`config.mk`:
```
export PLATFORM = sky130hd
export DESIGN_NAME = memoria_dados_param
export DESIGN_NICKNAME = d
export VERILOG_FILES = /design/src/rtl/memoria_dados_param_pkg.sv /design/src/rtl/memoria_dados_array.sv /design/src/rtl/memoria_dados_param.sv
export SDC_FILE = /design/constraint.sdc
export NUM_CORES = 2
export LEC_CHECK = 0
export CAP_MARGIN = 5
export CORE_MARGIN = 2
export CORE_UTILIZATION = 57
export DETAILED_ROUTE_END_ITERATION = 10
export GPL_ROUTABILITY_DRIVEN = 0
export GPL_TIMING_DRIVEN = 0
export PLACE_DENSITY = 0.76
export SETUP_SLACK_MARGIN = 0.5
export SYNTH_ARGS = -nofsm -noshare
export SYNTH_HDL_FRONTEND = slang
export SYNTH_HIERARCHICAL = 1
export SYNTH_SLANG_ARGS = --single-unit
export TNS_END_PERCENT = 10
```
`constraint.sdc`:
```
create_clock -name clock -period 1.9 [get_ports clock]
set_clock_uncertainty 0.1 [all_clocks]
set_input_delay 0.19 -clock clock [delete_from_list [all_inputs] [get_ports clock]]
set_output_delay 0.19 -clock clock [all_outputs]
set_load 0.02 [all_outputs]
```
`src/rtl/memoria_dados_param_pkg.sv`:
```
// Shared definitions for the parametrised data memory: FSM encoding, counter width, parity.
// Optional parity storage is enabled with the MEMORIA_PARIDADE_EN macro.
package memoria_dados_param_pkg;

    typedef enum logic [1:0] {
        OCIOSO  = 2'd0,
        ESPERA  = 2'd1,
        ENTREGA = 2'd2
    } estado_t;

    localparam int LARGURA_CONT = 4;

    // Even parity: the stored bit makes the total count of ones even.
    function automatic logic paridade(input logic [31:0] valor);
        return ^valor;
    endfunction

endpackage

```
`src/rtl/memoria_dados_array.sv`:
```
// Synchronous RAM with write enable and registered read, plus an optional parity bit per word.
// Parity storage and checking exist only when MEMORIA_PARIDADE_EN is defined.
module memoria_dados_array
    import memoria_dados_param_pkg::*;
#(
    parameter int LARGURA_DADO = 8,
    parameter int LARGURA_END  = 8
) (
    input  logic                    clock,
    input  logic                    reset,
    input  logic                    we,
    input  logic [LARGURA_END-1:0]  end_esc,
    input  logic [LARGURA_DADO-1:0] dado_esc,
`ifdef MEMORIA_PARIDADE_EN
    input  logic                    injeta,
    output logic                    erro,
`endif
    input  logic                    re,
    input  logic [LARGURA_END-1:0]  end_le,
    output logic [LARGURA_DADO-1:0] dado_lido
);

`ifdef MEMORIA_PARIDADE_EN
    localparam int LARGURA_PALAVRA = LARGURA_DADO + 1;
`else
    localparam int LARGURA_PALAVRA = LARGURA_DADO;
`endif

    logic [LARGURA_PALAVRA-1:0] mem [2**LARGURA_END];
    logic [LARGURA_PALAVRA-1:0] palavra_esc;
    logic [LARGURA_PALAVRA-1:0] palavra_lida;

`ifdef MEMORIA_PARIDADE_EN
    assign palavra_esc = {paridade(32'(dado_esc)) ^ injeta, dado_esc};
`else
    assign palavra_esc = dado_esc;
`endif

    // A read in the same edge as a write to that word returns the new word.
    assign palavra_lida = (we && (end_esc == end_le)) ? palavra_esc : mem[end_le];

    // NOTE: the storage array has no reset; clearing it would turn the RAM into flops.
    always_ff @(posedge clock) begin
        if (we)
            mem[end_esc] <= palavra_esc;
    end

    always_ff @(posedge clock or posedge reset) begin
        if (reset) begin
            dado_lido <= '0;
`ifdef MEMORIA_PARIDADE_EN
            erro      <= 1'b0;
`endif
        end else begin
            if (re)
                dado_lido <= palavra_lida[LARGURA_DADO-1:0];
`ifdef MEMORIA_PARIDADE_EN
            erro <= re && (paridade(32'(palavra_lida[LARGURA_DADO-1:0])) != palavra_lida[LARGURA_DADO]);
`endif
        end
    end

endmodule

```
`src/rtl/memoria_dados_param.sv`:
```
// Data memory with configurable wait states and a Pronto/Ocupado handshake.
// Define MEMORIA_PARIDADE_EN to add per-word parity with InjetaErro/ErroParidade ports.
module memoria_dados_param
    import memoria_dados_param_pkg::*;
#(
    parameter int LARGURA_DADO = 8,
    parameter int LARGURA_END  = 8,
    parameter int ESPERAS      = 0
) (
    input  logic                    clock,
    input  logic                    reset,
    input  logic                    EscMem,
    input  logic                    LerMem,
    input  logic [LARGURA_END-1:0]  Endereco,
    input  logic [LARGURA_DADO-1:0] DadoEscrito,
`ifdef MEMORIA_PARIDADE_EN
    input  logic                    InjetaErro,
    output logic                    ErroParidade,
`endif
    output logic [LARGURA_DADO-1:0] DadoLido,
    output logic                    Pronto,
    output logic                    Ocupado
);

    localparam logic [LARGURA_CONT-1:0] CARGA =
        (ESPERAS > 0) ? LARGURA_CONT'(ESPERAS - 1) : '0;

    estado_t                 estado;
    logic [LARGURA_CONT-1:0] cont;
    logic [LARGURA_END-1:0]  end_lat;
    logic                    le_lat;

    logic                    aceita;
    logic                    fim_espera;
    logic                    le_agora;
    logic [LARGURA_END-1:0]  end_le;

    assign aceita     = ((estado == OCIOSO) || (estado == ENTREGA)) && (EscMem || LerMem);
    assign fim_espera = (estado == ESPERA) && (cont == '0);

    // Without wait states the read happens at the acceptance edge; otherwise at the last wait edge.
    assign le_agora = (aceita && LerMem && (ESPERAS == 0)) || (fim_espera && le_lat);
    assign end_le   = (estado == ESPERA) ? end_lat : Endereco;

    // NOTE: all state registers use non-blocking assignments so every flop samples pre-edge values.
    always_ff @(posedge clock or posedge reset) begin
        if (reset) begin
            estado  <= OCIOSO;
            cont    <= '0;
            end_lat <= '0;
            le_lat  <= 1'b0;
            Pronto  <= 1'b0;
            Ocupado <= 1'b0;
        end else begin
            Pronto  <= 1'b0;
            Ocupado <= 1'b0;
            case (estado)
                ESPERA: begin
                    if (cont == '0) begin
                        estado <= ENTREGA;
                        Pronto <= 1'b1;
                    end else begin
                        cont    <= cont - LARGURA_CONT'(1);
                        Ocupado <= 1'b1;
                    end
                end
                default: begin
                    if (aceita) begin
                        end_lat <= Endereco;
                        le_lat  <= LerMem;
                        if (ESPERAS == 0) begin
                            estado <= ENTREGA;
                            Pronto <= 1'b1;
                        end else begin
                            estado  <= ESPERA;
                            cont    <= CARGA;
                            Ocupado <= 1'b1;
                        end
                    end else begin
                        estado <= OCIOSO;
                    end
                end
            endcase
        end
    end

    memoria_dados_array #(
        .LARGURA_DADO(LARGURA_DADO),
        .LARGURA_END (LARGURA_END)
    ) u_array (
        .clock    (clock),
        .reset    (reset),
        .we       (aceita && EscMem),
        .end_esc  (Endereco),
        .dado_esc (DadoEscrito),
`ifdef MEMORIA_PARIDADE_EN
        .injeta   (InjetaErro),
        .erro     (ErroParidade),
`endif
        .re       (le_agora),
        .end_le   (end_le),
        .dado_lido(DadoLido)
    );

endmodule

```
==> flow_summary_export.csv <==
group,metric,value,unit
status,status,"finished with violations",
status,failed_checks,"negative hold slack, negative setup slack",
drt,dr.pass1.iters,10,
placement,dp_slack,-3520,ps
power,switchingPower,21.0,mW
sta,hold_ws,-286,ps
global_routing,grt_usage,0.323,
clock_network,clk_latency,870,ps
power,p_comb_frac,0.064,
sta,timing.final.hold_violations,551,
yosys,ys_seq_area_frac,0.767,
worst_setup_path,reg2reg_slack,-660,ps
yosys,synth_area,80400,um2
placement,io_buffers,28,
worst_setup_path,startpoint_type,"register",
yosys,synthCells,3730,
layout,final_common_cell,"edfxtp_1",
drt,vias,43157,
job,max_cap_viol_count,0,
floorplan,row_count,137,
sta,worst_pin_slew,1320,ps
drt,vias_per_cell,7.07,
layout,drive_gt1_frac,0.359,
worst_setup_path,critPathMaxFanout,1,
yosys,synth_area_leader_cell,"edfxtp_1",
layout,area_growth,17.7,%
layout,fin_area,94700,um2
floorplan,io_pins,30,
sta,timing.final.crit_share,1.35,
yosys,synth_warnings,6,
global_routing,antenna_found_initial,6,
global_routing,busiest_layer,"met2",
clock_network,clock-root-buffer,"clkbuf_16",
sta,finalMaxSlewViolations,0,
clock_network,clock_path_buffers,3,
clock_network,cts.sinks,2057,
drt,wirelength,234000,um
yosys,synth_top_area_frac,0.765,
floorplan,core_area,140000,um2
power,netSwitchingFraction,0.221,
worst_hold_path,hp-class,"input pin to register",
power,intPower,74.3,mW
drt,wire_per_inst,38.4,um
power,ir_drop,1.07,mV
drt,route.detailed.drc,0,
global_routing,grt-ovfl-total,0,
placement,dp_hpwl,146000,um
worst_setup_path,end_kind,"register",
clock_network,cts_hold_buffers,4,
floorplan,die-height,380,um
worst_setup_path,cp.arrival,3200,ps
sta,slew_headroom,0.113,
global_routing,grt_util_met2,0.477,
yosys,ys.flop_type,"edfxtp_1",
global_routing,grt_pass1_vias,41799,
global_routing,grt.met3_usage,0.122,
yosys,avgSynthCellArea,21.6,um2
yosys,ys_ff_latch,2057,
power,p_leak,29.3,nW
worst_setup_path,worstSetupPathType,"register to register",
layout,nNetsFinal,4073,
sta,setup_ws,-661,ps
yosys,async_flop_share,0.00438,
global_routing,grt_max_degree,165,
floorplan,die_w,380,um
power,p_per_area,1010,nW/um2
clock_network,path_clk_slew,70,ps
yosys,synth_edf_count,2048,
yosys,synth_nets,3750,
drt,initialDrtViolationCount,7472,
drt,antenna_left,0,
yosys,synthTopCellsByArea,"edfxtp_1 (76%), mux4_2 (15%), nor2_1 (1.3%)",
sta,fmax,391,MHz
worst_setup_path,worst_ep_required_time,2540,ps
floorplan,die_area,144000,um2
clock_network,cts_tree,"built",
sta,rsz0062_at_grt,"yes",
sta,final-setup-viol-count,38,
power,seqPwrFrac,0.526,
yosys,synth_cell_type_count,56,
floorplan,initial_utilization,0.576,
global_routing,grtUsageMet1,0.414,
sta,min_period,2560,ps
global_routing,grt_pass1_wl,322000,um
layout,final_cell_mix,"edfxtp_1 (2048), mux4_2 (520), clkbuf_16 (213), nor2_4 (171), nand2_1 (101)",
placement,dpl_cell_area,84100,um2
clock_network,cts_buffers,196,
clock_network,htree_levels,4,
power,p_clk_frac,0.410,
[stage by stage]
| step | utilization | cells | total power, mW | TNS [ps] | hold slack [ps] |
|---|---|---|---|---|---|
| 6_report | 0.678 | 6102 | 95.3 | -6590 | -286 |
| 2_1_floorplan | - | 3730 | 53.7 | -20390 | -181 |
| 3_3_place_gp | 0.600 | 5634 | 56.6 | - | 599 |
| 4_1_cts | 0.668 | 6062 | 95.1 | -20650 | -298 |
| 3_5_place_dp | 0.602 | 5644 | 56.3 | -3499930 | 589 |
| 5_1_grt | 0.677 | 6097 | 97.3 | -5120 | -273 |
[sequential cells by signal, summed over array words and instances (netlist names)]
name and count:
Pronto 1, u_array/dado_lido 8, u_array/mem 2048
[Yosys cell counts (4+ instances only)]
master / n
buf_2: 53
buf_4: 36
xnor2_1: 8
nor4_2: 6
nand3_1: 31
o22ai_1: 26
clkbuf_1: 106
mux4_1: 7
mux2i_1: 95
a31oi_1: 16
nor2b_1: 44
a22o_1: 10
dfrtp_1: 9
a211oi_2: 4
a32oi_1: 8
buf_6: 17
nor3_1: 28
nand4_1: 13
buf_12: 7
a2111oi_0: 7
edfxtp_1: 2048
nor2_1: 284
mux2_2: 24
a22oi_1: 46
a211o_1: 5
or3_1: 7
a21oi_1: 40
o21ai_1: 7
a311oi_1: 5
nand2b_1: 5
buf_1: 10
mux4_2: 520
a2111oi_2: 6
a221o_1: 6
and2_1: 6
nand2_1: 108
o21ai_0: 6
a211oi_1: 29
o31ai_1: 7
[critical path, cell delays in order, from the launching register on]
cell	delay [ps]
edfxtp_1	350
mux4_2	300
a221o_1	170
a21oi_1	60
or3_4	450
a2111oi_4	640
o31ai_1	190
o21ai_1	170
[path summary, 6_finish.rpt]
kind | depth (start not counted) | endpoint | start
setup reg to reg | 7 | u_array/dado_lido[2]$_DFFE_PP0P_ | u_array/mem[234][2]$_DFFE_PP_
max in group asynchronous | 3 | u_array/dado_lido[5]$_DFFE_PP0P_ | reset
hold / removal | 1 | u_array/mem[252][0]$_DFFE_PP_ | DadoEscrito[0]
min in group asynchronous | 3 | Pronto$_DFF_PP0_ | reset
hold reg to reg | 2 | u_array/dado_lido[1]$_DFFE_PP0P_ | u_array/dado_lido[1]$_DFFE_PP0P_
setup / recovery | 7 | u_array/dado_lido[2]$_DFFE_PP0P_ | u_array/mem[234][2]$_DFFE_PP_
[cell type report]
cell class | instances | area, um2
diodes | 5 | 12.5
well taps | 1876 | 2350
clock buffers | 240 | 5140
flip-flops and latches | 2057 | 61700
inverters | 4 | 16.3
clock inverters | 126 | 1260
fillers | 8141 | 45000
plain buffers | 232 | 2830
repair buffers | 125 | 1760
multi-input cells | 1437 | 19600
[logic make-up after synthesis]
| family | synth area share |
|---|---|
| simple gates | 0.0301 |
| other cells | 0.0000466 |
| buf+inv | 0.0169 |
| xor+xnor | 0.000871 |
| mux | 0.164 |
| flops | 0.767 |
| compound gates | 0.0211 |
[timing repair]
item,CTS,global route
buffers inserted,47,35
gates cloned,1,0
setup endpoints to repair,2065,2100
pin swaps,54,72
hold endpoints to repair,877,609
gates resized for setup,710,211
[power by group through the flow]
stage	combinational [mW]	sequential [mW]	clock [mW]
3_3_place_gp	5.04	51.6	0
6_report	6.08	50.1	39.1
3_5_place_dp	5.22	51.1	0
2_1_floorplan	2.69	51.1	0
5_1_grt	6.12	50.1	41.0
4_1_cts	5.68	50.1	39.3
[routing by layer]
layer | vias to the layer above | share of wire | wire length, um
met3 | 808 | 0.15 | 35200
met4 | 6 | 0.067 | 15600
met1 | 22273 | 0.33 | 76900
met5 | - | 0.00096 | 224
met2 | 3791 | 0.45 | 107000
li1 | 16279 | - | -
No activity file was read; power rests on OpenSTA's default activity.
